### src/rtl/apb_cmd_master_if.sv
// Command/response handshake plus APB initiator bus for apb_cmd_master.
// The master modport is the bridge side; the slave modport is the requester/APB-target side.
interface apb_cmd_master_if #(
   parameter int unsigned ADDR_W = 12,
   parameter int unsigned DATA_W = 32
);
   localparam int unsigned STRB_W = DATA_W / 8;

   logic              cmd_valid;
   logic              cmd_ready;
   logic              cmd_write;
   logic [ADDR_W-1:0] cmd_addr;
   logic [DATA_W-1:0] cmd_wdata;
   logic [STRB_W-1:0] cmd_strb;

   logic              rsp_valid;
   logic              rsp_ready;
   logic [DATA_W-1:0] rsp_rdata;
   logic              rsp_error;
   logic              rsp_timeout;

   logic              psel;
   logic              penable;
   logic              pwrite;
   logic [ADDR_W-1:0] paddr;
   logic [DATA_W-1:0] pwdata;
   logic [STRB_W-1:0] pstrb;
   logic [DATA_W-1:0] prdata;
   logic              pready;
   logic              pslverr;

   modport master (
      input  cmd_valid, cmd_write, cmd_addr, cmd_wdata, cmd_strb, rsp_ready,
             prdata, pready, pslverr,
      output cmd_ready, rsp_valid, rsp_rdata, rsp_error, rsp_timeout,
             psel, penable, pwrite, paddr, pwdata, pstrb
   );

   modport slave (
      output cmd_valid, cmd_write, cmd_addr, cmd_wdata, cmd_strb, rsp_ready,
             prdata, pready, pslverr,
      input  cmd_ready, rsp_valid, rsp_rdata, rsp_error, rsp_timeout,
             psel, penable, pwrite, paddr, pwdata, pstrb
   );
endinterface

### src/rtl/apb_cmd_master.sv
// Bridges a command/response handshake onto single APB transfers, one outstanding.
// Define APB_TIMEOUT_EN to abort transfers after TIMEOUT ACCESS cycles without pready.
module apb_cmd_master #(
   parameter int unsigned ADDR_W  = 12,
   parameter int unsigned DATA_W  = 32,
   parameter int unsigned TIMEOUT = 16
) (
   input logic              clk,
   input logic              rst,
   apb_cmd_master_if.master bus
);
   localparam int unsigned STRB_W = DATA_W / 8;

   typedef enum logic [1:0] {IDLE, SETUP, ACCESS, RESP} state_t;

   state_t state, state_nxt;
   logic   accept_c;
   logic   done_c;
   logic   tmo_hit_c;

   if (TIMEOUT < 1) begin : g_bad_timeout
      $error("apb_cmd_master: TIMEOUT must be at least 1");
   end

   always_ff @(posedge clk or posedge rst) begin
      if (rst) state <= IDLE;
      else     state <= state_nxt;
   end

   always_comb begin
      state_nxt = state;
      accept_c  = 1'b0;
      done_c    = 1'b0;
      case (state)
         IDLE: begin
            if (bus.cmd_valid) begin
               accept_c  = 1'b1;
               state_nxt = SETUP;
            end
         end
         SETUP:  state_nxt = ACCESS;
         ACCESS: begin
            if (bus.pready) begin
               done_c    = 1'b1;
               state_nxt = RESP;
            end else if (tmo_hit_c) begin
               state_nxt = RESP;
            end
         end
         RESP: begin
            if (bus.rsp_ready) state_nxt = IDLE;
         end
         default: state_nxt = IDLE;
      endcase
   end

   // Handshake and APB control are decoded from the next state so they leave a flop
   always_ff @(posedge clk or posedge rst) begin
      if (rst) begin
         bus.cmd_ready <= 1'b1;
         bus.psel      <= 1'b0;
         bus.penable   <= 1'b0;
         bus.rsp_valid <= 1'b0;
      end else begin
         bus.cmd_ready <= (state_nxt == IDLE);
         bus.psel      <= (state_nxt == SETUP) || (state_nxt == ACCESS);
         bus.penable   <= (state_nxt == ACCESS);
         bus.rsp_valid <= (state_nxt == RESP);
      end
   end

   // Address phase payload is frozen at accept; reads never drive strobes
   always_ff @(posedge clk or posedge rst) begin
      if (rst) begin
         bus.paddr  <= ADDR_W'(0);
         bus.pwrite <= 1'b0;
         bus.pwdata <= DATA_W'(0);
         bus.pstrb  <= STRB_W'(0);
      end else if (accept_c) begin
         bus.paddr  <= bus.cmd_addr;
         bus.pwrite <= bus.cmd_write;
         bus.pwdata <= bus.cmd_wdata;
         bus.pstrb  <= bus.cmd_write ? bus.cmd_strb : STRB_W'(0);
      end
   end

   always_ff @(posedge clk or posedge rst) begin
      if (rst) begin
         bus.rsp_rdata <= DATA_W'(0);
         bus.rsp_error <= 1'b0;
      end else if (done_c) begin
         bus.rsp_rdata <= bus.pwrite ? DATA_W'(0) : bus.prdata;
         bus.rsp_error <= bus.pslverr;
      end else if (tmo_hit_c) begin
         bus.rsp_rdata <= DATA_W'(0);
         bus.rsp_error <= 1'b1;
      end
   end

`ifdef APB_TIMEOUT_EN
   localparam int unsigned CNT_W = $clog2(TIMEOUT + 1);

   logic [CNT_W-1:0] wait_cnt;

   // Counts pready-low ACCESS cycles; held at zero outside ACCESS
   always_ff @(posedge clk or posedge rst) begin
      if (rst)                  wait_cnt <= CNT_W'(0);
      else if (state != ACCESS) wait_cnt <= CNT_W'(0);
      else if (!bus.pready)     wait_cnt <= wait_cnt + CNT_W'(1);
   end

   assign tmo_hit_c = (state == ACCESS) && !bus.pready &&
                      (wait_cnt == CNT_W'(TIMEOUT - 1));

   always_ff @(posedge clk or posedge rst) begin
      if (rst)            bus.rsp_timeout <= 1'b0;
      else if (done_c)    bus.rsp_timeout <= 1'b0;
      else if (tmo_hit_c) bus.rsp_timeout <= 1'b1;
   end
`else
   assign tmo_hit_c       = 1'b0;
   assign bus.rsp_timeout = 1'b0;
`endif

endmodule

### src/flat_wrapper.sv
// flat-port wrapper written by rule: the top's interface ports become plain ports
module apb_cmd_master_flat 
#(
   parameter int unsigned ADDR_W  = 12,
   parameter int unsigned DATA_W  = 32,
   parameter int unsigned TIMEOUT = 16
)
  (clk, rst, bus_cmd_valid, bus_cmd_write, bus_cmd_addr, bus_cmd_wdata, bus_cmd_strb, bus_rsp_ready, bus_prdata, bus_pready, bus_pslverr, bus_cmd_ready, bus_rsp_valid, bus_rsp_rdata, bus_rsp_error, bus_rsp_timeout, bus_psel, bus_penable, bus_pwrite, bus_paddr, bus_pwdata, bus_pstrb);
  apb_cmd_master_if #(.ADDR_W(ADDR_W), .DATA_W(DATA_W)) bus_i ();
  input logic clk;
  input logic rst;
  input wire logic [$bits(bus_i.cmd_valid)-1:0] bus_cmd_valid;
  input wire logic [$bits(bus_i.cmd_write)-1:0] bus_cmd_write;
  input wire logic [$bits(bus_i.cmd_addr)-1:0] bus_cmd_addr;
  input wire logic [$bits(bus_i.cmd_wdata)-1:0] bus_cmd_wdata;
  input wire logic [$bits(bus_i.cmd_strb)-1:0] bus_cmd_strb;
  input wire logic [$bits(bus_i.rsp_ready)-1:0] bus_rsp_ready;
  input wire logic [$bits(bus_i.prdata)-1:0] bus_prdata;
  input wire logic [$bits(bus_i.pready)-1:0] bus_pready;
  input wire logic [$bits(bus_i.pslverr)-1:0] bus_pslverr;
  output wire logic [$bits(bus_i.cmd_ready)-1:0] bus_cmd_ready;
  output wire logic [$bits(bus_i.rsp_valid)-1:0] bus_rsp_valid;
  output wire logic [$bits(bus_i.rsp_rdata)-1:0] bus_rsp_rdata;
  output wire logic [$bits(bus_i.rsp_error)-1:0] bus_rsp_error;
  output wire logic [$bits(bus_i.rsp_timeout)-1:0] bus_rsp_timeout;
  output wire logic [$bits(bus_i.psel)-1:0] bus_psel;
  output wire logic [$bits(bus_i.penable)-1:0] bus_penable;
  output wire logic [$bits(bus_i.pwrite)-1:0] bus_pwrite;
  output wire logic [$bits(bus_i.paddr)-1:0] bus_paddr;
  output wire logic [$bits(bus_i.pwdata)-1:0] bus_pwdata;
  output wire logic [$bits(bus_i.pstrb)-1:0] bus_pstrb;
  assign bus_i.cmd_valid = bus_cmd_valid;
  assign bus_i.cmd_write = bus_cmd_write;
  assign bus_i.cmd_addr = bus_cmd_addr;
  assign bus_i.cmd_wdata = bus_cmd_wdata;
  assign bus_i.cmd_strb = bus_cmd_strb;
  assign bus_i.rsp_ready = bus_rsp_ready;
  assign bus_i.prdata = bus_prdata;
  assign bus_i.pready = bus_pready;
  assign bus_i.pslverr = bus_pslverr;
  assign bus_cmd_ready = bus_i.cmd_ready;
  assign bus_rsp_valid = bus_i.rsp_valid;
  assign bus_rsp_rdata = bus_i.rsp_rdata;
  assign bus_rsp_error = bus_i.rsp_error;
  assign bus_rsp_timeout = bus_i.rsp_timeout;
  assign bus_psel = bus_i.psel;
  assign bus_penable = bus_i.penable;
  assign bus_pwrite = bus_i.pwrite;
  assign bus_paddr = bus_i.paddr;
  assign bus_pwdata = bus_i.pwdata;
  assign bus_pstrb = bus_i.pstrb;
  apb_cmd_master #(.ADDR_W(ADDR_W), .DATA_W(DATA_W), .TIMEOUT(TIMEOUT)) u_core (.clk(clk), .rst(rst), .bus(bus_i));
endmodule
### config.mk
export PLATFORM = sky130hd
export DESIGN_NAME = apb_cmd_master_flat
export DESIGN_NICKNAME = d
export VERILOG_FILES = /design/src/rtl/apb_cmd_master_if.sv /design/src/rtl/apb_cmd_master.sv /design/src/flat_wrapper.sv
export SDC_FILE = /design/constraint.sdc
export NUM_CORES = 1
export LEC_CHECK = 0
export ABC_AREA = 1
export CAP_MARGIN = 15
export CELL_PAD_IN_SITES_DETAIL_PLACEMENT = 2
export CELL_PAD_IN_SITES_GLOBAL_PLACEMENT = 2
export CORE_MARGIN = 5
export CORE_UTILIZATION = 24
export DETAILED_ROUTE_END_ITERATION = 8
export HOLD_SLACK_MARGIN = 0.15
export PLACE_DENSITY = 0.82
export SLEW_MARGIN = 25
export SYNTH_ARGS = -nofsm -noshare
export SYNTH_HDL_FRONTEND = slang
export SYNTH_SLANG_ARGS = --single-unit
### constraint.sdc
create_clock -name clk -period 7 [get_ports clk]
set_input_delay 1.05 -clock clk [delete_from_list [all_inputs] [get_ports clk]]
set_output_delay 1.05 -clock clk [all_outputs]
set_load 0.02 [all_outputs]
==> metrics.md, run 1 <==
| Metric | Value |
|---|---|
| Total congestion overflow | 0 |
| Sequential share of the synthesized area | 0.576 |
| Initial core utilization | 0.242 |
| Worst path required time | 7220 ps |
| H-tree depth | 3 |
| Nets | between 700 and 800 |
| Post-Synth Simple-Gate Area | 0.324 |
| Final Max Slew Viols | 0 |
| Max_cap viols | 0 |
| Yosys reg bits | 88 |
| Num CTS Buffers | 9 |
| R2R setup slack | 4780 ps |
| Synth cell types | 17 |
| Filler Cells Inserted | approximately 1,800 |
| Synth cell count leaders | nand2_1 (172), dfrtp_1 (87), nand3_1 (86) |
| Clk_skew | 9.50 ps |
| Avg Cell Area, Syn | a little over 8 µm² |
| CP endpoint kind | register |
| Io pins | between 150 and 200 |
| HPWL Detailed | 9.98 mm |
| Total negative slack | 0 ps |
| Fin crit period | 2940 ps |
| GR peak layer | met2 |
| TritonCTS clock tree | done |
| Worst-path cell chain | clkdlybuf4s50_1 > buf_4 > nand3_2 > nand3_1 > ha_1 |
| # DRC | 0 |
| Die area | between 15,000 and 20,000 µm² |
| Status | completed |
| Synthesis-to-finish area growth | 56.3% |
| GR Layer Usage met1 | 0.186 |
| Top FF cell, synth | dfrtp_1 |
| Synth warn | 0 |
| Global-route wire length before repair | roughly 23 mm |
| Clock tree buffer depth | 2 |
| Dominant cell type by area after synthesis | dfrtp_1 |
| Pleak | 3.00 nW |
| Setup CP Type | in2reg |
| Final WL | approximately 14 mm |
| Post-Syn Nets | around 550 |
| Compound-cell area share of the yosys netlist | 0 |
| Post-DRT Antenna Nets | 0 |
| Initial DRC Count | roughly 120 |
| Crit Path Max Fanout | 35 |
| Share of layout cells above drive strength 1 | 0.0419 |
| Drt pass-1 iters | 4 |
| Critical path's largest stage delay | about 650 ps |
| CP startpoint kind | input port |
| Register Area | approximately 2200 µm² |
| Largest net degree at the start of global routing | 52 |
| Routed vias/inst | 4.40 |
| WP data arrival | ~3200 ps |
| Number of flops mapped to enable cells by yosys | 0 |
| Final Cycle Share | 0.421 |
| Synth async-reset ratio | 1.00 |
| WHS | roughly 470 ps |
| Hold-fix buffers at CTS | 0 |
| Vias | approximately 3,700 |
| Maximum VDD drop | 0.147 mV |
| Vias in the first global route | 4,295 |
| Initial antenna violation count | 0 |
| All-Layer GR Usage | 0.157 |
| Die Y | roughly 140 µm |
| Pwr dens | 449 nW/µm² |
| Clk slew on worst S/H paths | approximately 60 ps |
| Synth Area in XOR/XNOR | 0 |
| CTS sink cnt | 88 |
| Netlist Area Pre-Place | about 3800 µm² |
| Area contributors post-synth | dfrtp_1 (57%), nand2_1 (17%), nand3_1 (11%), inv_1 (4.0%), nor2_1 (3.2%) |
| # rows | 46 |
| Final hold violation count | 0 |
| CTS Root Cell | clkbuf_16 |
| Postcts setup bufs | 0 |
| Post-synthesis mux area share | 0 |
| Slowest-stage cell, CP | nand3_2 |
| RSZ-0062 raised after global routing | no |
| Largest family of logic cells by synthesized area | simple AND/OR/NAND/NOR gates |
| Post-CTS Resized | 0 |
| Multi-input logic area | between 1000 and 1500 µm² |
| Synth Instances | roughly 460 |
| Synth Area in Adders | 0.00982 |
| CORE AREA | 15,800 µm² |
| Clock latency on the worst-skew pair | roughly 340 ps |
| Met2 GRT Util | 0.266 |
| Met3 Usage GRT | 0.0614 |
| Most frequent cell after synthesis | nand2_1 |
| Min-delay worst type | reg2reg |
| Diode count | 0 |
| Measured slew at the worst slew-check pin | about 760 ps |
| Fmax | between 0.3 and 0.4 GHz |
| DIE WIDTH | about 140 µm |
| Relative slew slack | 0.491 |
| Final GP Congestion | 0.739 |
| Yosys top cell area share | 0.570 |
| Port Buf Inserts | 172 |
| Routed WL per cell | around 17 µm |
| Final setup viols | 0 |
kinds of logic (layout without fill, tap and decap cells):
group / after synthesis / after routing
and+or+nand+nor: 295 / 295
DFF: 88 / 88
buffers and inverters: 74 / 233
adders and majority gates: 3 / 3
other: 1 / 1
final cells by class:
type                            instances  share of cell area
Sequential cell                        88               0.369
Timing Repair Buffer                  176               0.293
Multi-Input combinational cell        299               0.215
Clock buffer                           13              0.0452
Tap cell                              216              0.0452
Inverter                               42              0.0266
Clock inverter                          2             0.00628
registers in the layout (all words and copies together), names as in the netlist:
name and count:
u_core.bus.pwdata 32, u_core.bus.rsp_rdata 32, u_core.bus.paddr 12, u_core.bus.pstrb 4, u_core.state 2, u_core.bus.cmd_ready 1, u_core.bus.penable 1, u_core.bus.psel 1
u_core.bus.pwrite 1, u_core.bus.rsp_error 1, u_core.bus.rsp_valid 1
power breakdown:
part | internal (mW) | switching, mW | total [mW]
registers | 0.739 | 0.144 | 0.882
clock network | 0.304 | 0.200 | 0.504
logic | 0.550 | 0.746 | 1.30
routing by layer:
metal  vias to the layer above  part of all wire
li1                       1719                 -
met1                      1821              0.42
met2                       127              0.49
met3                        11             0.086
met4                         0            0.0087
met5                         -                 0
cells in the final DEF, fill, tap and decap left out:
master / n
buf_4: 5
bufinv_16: 1
clkbuf_1: 1
clkbuf_16: 9
clkbuf_8: 3
clkdlybuf4s50_1: 171
clkinv_2: 1
clkinvlp_4: 1
conb_1: 1
dfrtp_1: 87
dfstp_2: 1
ha_1: 3
inv_1: 40
inv_2: 1
nand2_1: 172
nand2_4: 1
nand3_1: 86
nand3_2: 1
nor2_1: 33
nor2_4: 2
metrics by stage:
| stage | power [mW] | cell area (µm²) | instances | setup slack, ps | utilization |
|---|---|---|---|---|---|
| finish | 2.68 | 5970 | 836 | 4060 | 0.379 |
| floorplan | 1.55 | 3820 | 461 | 3670 | - |
| global route | 2.87 | 5970 | 836 | 3890 | 0.379 |
| detailed placement | 2.21 | 5660 | 821 | 3590 | 0.359 |
| CTS | 2.74 | 5970 | 836 | 3950 | 0.378 |
| global placement | 2.15 | 5660 | 821 | 3700 | 0.359 |
path summary, 6_finish.rpt:
kind / startpoint / to / cells past startpoint
setup reg to reg: u_core.state[0] / u_core.bus.psel / 5
min in group asynchronous: rst / u_core.bus.pwdata[17] / 2
setup / recovery: bus_pready / u_core.bus.psel / 5
max in group asynchronous: rst / u_core.bus.rsp_rdata[10] / 3
hold reg to reg: u_core.bus.pwdata[24] / u_core.bus.pwdata[24] / 2
hold / removal: u_core.bus.pwdata[24] / u_core.bus.pwdata[24] / 2
worst max-delay path, delay by kind of cell:
kind	cells	cell delay (ps)
fa+ha+maj	1	270
simple gates	2	1020
buf+inv	2	820
No activity file was read; power rests on OpenSTA's default activity.
==> run 2, diff against run 1 <==
--- a/config.mk
+++ b/config.mk
@@ -10,10 +10,10 @@
 export CELL_PAD_IN_SITES_DETAIL_PLACEMENT = 2
 export CELL_PAD_IN_SITES_GLOBAL_PLACEMENT = 2
 export CORE_MARGIN = 5
-export CORE_UTILIZATION = 24
+export CORE_UTILIZATION = 20
 export DETAILED_ROUTE_END_ITERATION = 8
 export HOLD_SLACK_MARGIN = 0.15
-export PLACE_DENSITY = 0.82
+export PLACE_DENSITY = 0.73
 export SLEW_MARGIN = 25
 export SYNTH_ARGS = -nofsm -noshare
 export SYNTH_HDL_FRONTEND = slang
==> constraint.sdc (replaced) <==
create_clock -name clk -period 2.7 [get_ports clk]
set_input_delay 0.405 -clock clk [delete_from_list [all_inputs] [get_ports clk]]
set_output_delay 0.405 -clock clk [all_outputs]
set_load 0.02 [all_outputs]
==> metrics.md, run 2 (same netlist as run 1, synthesis figures left out) <==
| Metric | Value |
|---|---|
| Total negative slack | 0 ps (unchanged) |
| All-Layer GR Usage | 0.132 (-0.0258) |
| WHS | 388 ps (-85.6 ps) |
| Status | completed |
| Finished Layout Cells | 860 (+2.9%) |
| Synthesis-to-finish area growth | 57.6% |
| Clk_skew | 7.38 ps (-2.12 ps) |
| Die Y | 148 µm (+8.8%) |
| CTS sink cnt | 88 (unchanged) |
| Diode count | 0 (unchanged) |
| Largest regs | u_core.bus.pwdata (32), u_core.bus.rsp_rdata (32), u_core.bus.paddr (12) |
| Final Cycle Share | 0.690 |
| Crit Path Max Fanout | 1 (-97%) |
| Min-delay worst type | in2async |
| Setup Slack @ Placement | 895 ps (-2700 ps) |
| Pleak | 3.01 nW (+0.42%) |
| Fmax | approximately 0.54 GHz |
| Final Core Density | 0.321 (-0.0578) |
| Share of layout cells above drive strength 1 | 0.0479 (+0.00599) |
| Design Area, Final | 6030 µm² (+0.86%) |
| Drt pass-1 iters | 4 (unchanged) |
| WP data arrival | 1460 ps (-1710 ps) |
| TritonCTS clock tree | done |
| Setup CP Type | reg2out |
| Hold-fix buffers at CTS | 0 (unchanged) |
| Measured slew at the worst slew-check pin | 785 ps (+24.3 ps) |
| Commonest non-fill, non-tap cell in the layout | nand2_1 |
| Final Max Slew Viols | 0 (unchanged) |
| Initial core utilization | 0.204 (-0.0387) |
| CP bufs+invs | 1 (-1) |
| Total congestion overflow | 0 (unchanged) |
| Post-DRT Antenna Nets | 0 (unchanged) |
| Initial DRC Count | 88 (-27%) |
| # DRC | 0 (unchanged) |
| Die area | 22,000 µm² (+18%) |
| Maximum VDD drop | 0.320 mV (+120%) |
| Routed WL per cell | 16.4 µm (-1.7%) |
| CTS Root Cell | clkbuf_16 |
| Routed vias/inst | 4.26 (-3.1%) |
| Vias in the first global route | 4,293 (-0.047%) |
| Post-CTS Resized | 0 (unchanged) |
| CP endpoint kind | output pin |
| Final GP Congestion | 0.719 (-2.7%) |
| Setup ws final | 837 ps (-3220 ps) |
| Io pins | 174 (unchanged) |
| Vias | 3,665 (-0.35%) |
| HPWL Detailed | 10.4 mm (+4.4%) |
| Clk slew on worst S/H paths | 60 ps (about the same) |
| Pwr dens | 1150 nW/µm² (+160%) |
| Initial antenna violation count | 1 (+1) |
| # rows | 50 (+8.7%) |
| Max_cap viols | 0 (unchanged) |
| Global-route wire length before repair | 23.1 mm (+0.51%) |
| Critical path's largest stage delay | 600 ps (-50 ps) |
| Area after DPL | 5730 µm² (+1.3%) |
| Final setup viols | 0 (unchanged) |
| Relative slew slack | 0.475 (-0.0162) |
| Worst-path cell chain | clkdlybuf4s50_1 |
| Fin crit period | about 1900 ps |
| Clock tree buffer depth | 2 (unchanged) |
| Num CTS Buffers | 9 (unchanged) |
| Port Buf Inserts | 172 (unchanged) |
| CP startpoint kind | register |
| Worst path required time | 2300 ps (-4920 ps) |
| Final hold violation count | 0 (unchanged) |
| Final WL | 14.1 mm (+1.1%) |
| Delay-heaviest family, CP | buffers and inverters |
| Largest net degree at the start of global routing | 50 (-3.8%) |
| Nets | 711 (+0.71%) |
| CORE AREA | 18,800 µm² (+19%) |
| Commonest cells after routing, fill and taps aside | nand2_1 (172), clkdlybuf4s50_1 (171), dfrtp_1 (87), nand3_1 (86), inv_1 (40) |
| Dpl cells | 844 (+2.8%) |
| Slowest-stage cell, CP | clkdlybuf4s50_1 |
| Tot Pwr | 6.91 mW (+160%) |
| Postcts setup bufs | 0 (unchanged) |
| RSZ-0062 raised after global routing | no |
| DIE WIDTH | 148 µm (+8.8%) |
| H-tree depth | 3 (unchanged) |
| Clock latency on the worst-skew pair | 340 ps (about the same) |
-- run 2: worst reg2reg max path: cells and delay by family (launching register included) --
family	cells	cell delay, ps
buffers and inverters	1	410
and+or+nand+nor	4	660
DFF	1	510
-- run 2: routing by layer --
layer / global-route usage / vias to the layer above / part of all wire
li1: - / 1730 / -
met1: 0.154 / 1802 / 0.41
met2: 0.224 / 117 / 0.49
met3: 0.0533 / 14 / 0.084
met4: 0.0351 / 2 / 0.013
met5: 0 / - / 0.00092
-- run 2: worst paths after layout --
| path | depth (start not counted) | end | from | slack (ps) |
|---|---|---|---|---|
| setup / recovery | 1 | bus_cmd_ready | u_core.bus.cmd_ready | 840 |
| hold / removal | 2 | u_core.state[0] | rst | 390 |
| setup reg to reg | 5 | u_core.bus.pwdata[18] | u_core.state[0] | 1040 |
| hold reg to reg | 2 | u_core.bus.pwdata[20] | u_core.bus.pwdata[20] | 470 |
| max in group asynchronous | 3 | u_core.bus.cmd_ready | rst | 1570 |
| min in group clk | 2 | u_core.bus.pwdata[20] | u_core.bus.pwdata[20] | 470 |
-- run 2: area by class of cell --
| cell class | count | area (µm²) |
|---|---|---|
| fillers | 2132 | 12700 |
| flip-flops and latches | 88 | 2200 |
| repair buffers | 181 | 1800 |
| multi-input cells | 299 | 1280 |
| well taps | 234 | 293 |
| clock buffers | 13 | 250 |
| inverters | 42 | 160 |
| clock inverters | 3 | 42.5 |
-- run 2: power breakdown --
| part | internal, mW | switching (mW) |
|---|---|---|
| Sequential | 1.92 | 0.381 |
| Clock | 0.743 | 0.509 |
| Combinational | 1.44 | 1.92 |
==> run 3, diff against run 2 <==
==> constraint.sdc (replaced) <==
create_clock -name clk -period 1.6 [get_ports clk]
set_input_delay 0.24 -clock clk [delete_from_list [all_inputs] [get_ports clk]]
set_output_delay 0.24 -clock clk [all_outputs]
set_load 0.02 [all_outputs]
==> metrics.md, run 3 (same netlist as run 1, synthesis figures left out) <==
| Metric | Value |
|---|---|
| Status | completed |
| CP endpoint kind | output pin |
| All-Layer GR Usage | 0.130 (-0.00162) |
| Clock tree buffer depth | 2 (unchanged) |
| # DRC | 0 (unchanged) |
| Worst path required time | 1360 ps (-940 ps) |
| Final Core Density | 0.331 (+0.00953) |
| Pwr dens | 1890 nW/µm² (+65%) |
| Nets | 711 (unchanged) |
| Gate power share | 0.486 (about the same) |
| Final Cycle Share | 0.985 |
| Internal power | 6.94 mW (+69%) |
| Min-delay worst type | in2reg |
| Post-CTS Resized | 4 (+4) |
| Sequential Power Share | 0.327 (-0.005) |
| Largest net degree at the start of global routing | 50 (unchanged) |
| Share of layout cells above drive strength 1 | 0.0527 (+0.00479) |
| Num CTS Buffers | 9 (unchanged) |
| Postcts setup bufs | 0 (unchanged) |
| Post-DRT Antenna Nets | 0 (unchanged) |
| Psw | 4.81 mW (+71%) |
| Final hold violation count | 0 (unchanged) |
| Total congestion overflow | 0 (unchanged) |
| Design Area, Final | 6200 µm² (+3.0%) |
| Delay-heaviest family, CP | buffers and inverters |
| Setup CP Type | reg2out |
| CP startpoint kind | register |
| Initial core utilization | 0.204 (unchanged) |
| Final WL | 14.1 mm (about the same) |
| # rows | 50 (unchanged) |
| Clk_skew | 5.25 ps (-2.13 ps) |
| Clock power frac | 0.187 (+0.006) |
| Clock latency on the worst-skew pair | 340 ps (about the same) |
| Pleak | 3.59 nW (+19%) |
| Register Area | 2200 µm² (unchanged) |
| Crit Path Max Fanout | 2 (+1) |
| Hold-fix buffers at CTS | 0 (unchanged) |
| Area after DPL | 5800 µm² (+1.1%) |
| Slowest-stage cell, CP | clkdlybuf4s50_1 |
| Maximum VDD drop | 0.563 mV (+76%) |
| Vias | 3,644 (-0.57%) |
| Critical path's largest stage delay | 620 ps (+20 ps) |
| Io pins | 174 (unchanged) |
| Vias in the first global route | 4,177 (-2.7%) |
| Die area | 22,000 µm² (unchanged) |
| Initial DRC Count | 154 (+75%) |
| Synthesis-to-finish area growth | 62.3% |
| Final setup viols | 0 (unchanged) |
| DIE WIDTH | 148 µm (unchanged) |
| Fin crit period | 1580 ps |
| Commonest non-fill, non-tap cell in the layout | nand2_1 |
| Routed WL per cell | 16.4 µm (about the same) |
| Sw Ratio | 0.409 (+0.00225) |
| Initial antenna violation count | 2 (+1) |
| Fmax | 0.635 GHz |
| Routed vias/inst | 4.24 (-0.57%) |
| Diode count | 0 (unchanged) |
| Total negative slack | 0 ps (unchanged) |
| CTS sink cnt | 88 (unchanged) |
| Filler Cells Inserted | 2,116 (-0.75%) |
| TritonCTS clock tree | done |
| Commonest cells after routing, fill and taps aside | nand2_1 (172), clkdlybuf4s50_1 (125), dfrtp_1 (87), nand3_1 (86), dlymetal6s2s_1 (42) |
| Tot Pwr | 11.7 mW (+70%) |
| H-tree depth | 3 (unchanged) |
| Port Buf Inserts | 172 (unchanged) |
| Final GP Congestion | 0.713 (-0.86%) |
| Largest regs | u_core.bus.pwdata (32), u_core.bus.rsp_rdata (32), u_core.bus.paddr (12) |
| CP bufs+invs | 1 (unchanged) |
| Global-route wire length before repair | 22.8 mm (-1.4%) |
| Clk slew on worst S/H paths | 70 ps (about the same) |
| HPWL Detailed | 10.2 mm (-2.2%) |
| Multi-input logic area | 1280 µm² (unchanged) |
| WP data arrival | 1340 ps (-120 ps) |
| Max_cap viols | 0 (unchanged) |
| CTS Root Cell | clkbuf_16 |
| Worst-path cell chain | clkdlybuf4s50_1 |
| CORE AREA | 18,800 µm² (unchanged) |
| Drt pass-1 iters | 4 (unchanged) |
| Final Max Slew Viols | 0 (unchanged) |
| Die Y | 148 µm (unchanged) |
run 3: changes by cell type in the layout (fill, tap and decap cells not counted), moves of 3 or more:
cell / previous run / this run
dlygate4sd2_1: 0 / 4
clkdlybuf4s50_1: 171 / 125
clkbuf_1: 3 / 0
buf_4: 8 / 3
dlymetal6s2s_1: 0 / 42
buf_12: 1 / 6
run 3: path summary, 6_finish.rpt:
path	from	cells past startpoint	endpoint	slack (ps)
min in group asynchronous	rst	3	u_core.bus.psel	340
hold reg to reg	u_core.bus.pwdata[26]	2	u_core.bus.pwdata[26]	470
max in group asynchronous	rst	3	u_core.bus.pstrb[2]	1000
setup / recovery	u_core.bus.rsp_rdata[2]	1	bus_rsp_rdata[2]	20
hold / removal	bus_cmd_valid	4	u_core.bus.pwdata[26]	330
setup reg to reg	u_core.state[0]	5	u_core.bus.rsp_rdata[12]	280
run 3: power by group through the flow:
stage               Combinational (mW)  Clock (mW)  Sequential (mW)
floorplan                         1.84           0             4.96
global placement                  5.74           0             3.87
detailed placement                5.94           0             3.91
CTS                               5.94        2.28             3.89
global route                      6.26        2.36             3.98
finish                            5.71        2.20             3.84
run 3: layout make-up:
class | count | share of cell area
Inverter | 42 | 0.0260
Timing Repair Buffer | 181 | 0.316
Clock inverter | 5 | 0.00887
Tap cell | 234 | 0.0472
Multi-Input combinational cell | 299 | 0.206
Sequential cell | 88 | 0.355
Clock buffer | 11 | 0.0407
run 3: layer usage:
metal | track usage | routed length, µm | vias up
met3 | 0.0551 | 1230 | 16
met2 | 0.214 | 6560 | 123
li1 | - | - | 1728
met5 | 0 | 21 | -
met1 | 0.157 | 6120 | 1773
met4 | 0.0346 | 185 | 4
run 3: metrics by stage:
stage          std cells  setup slack [ps]  hold WS (ps)
3_3_place_gp         844               135           452
2_1_floorplan        461               297           381
6_report             860              24.6           325
3_5_place_dp         844               104           462
4_1_cts              860             0.280           313
5_1_grt              860             -11.6           351
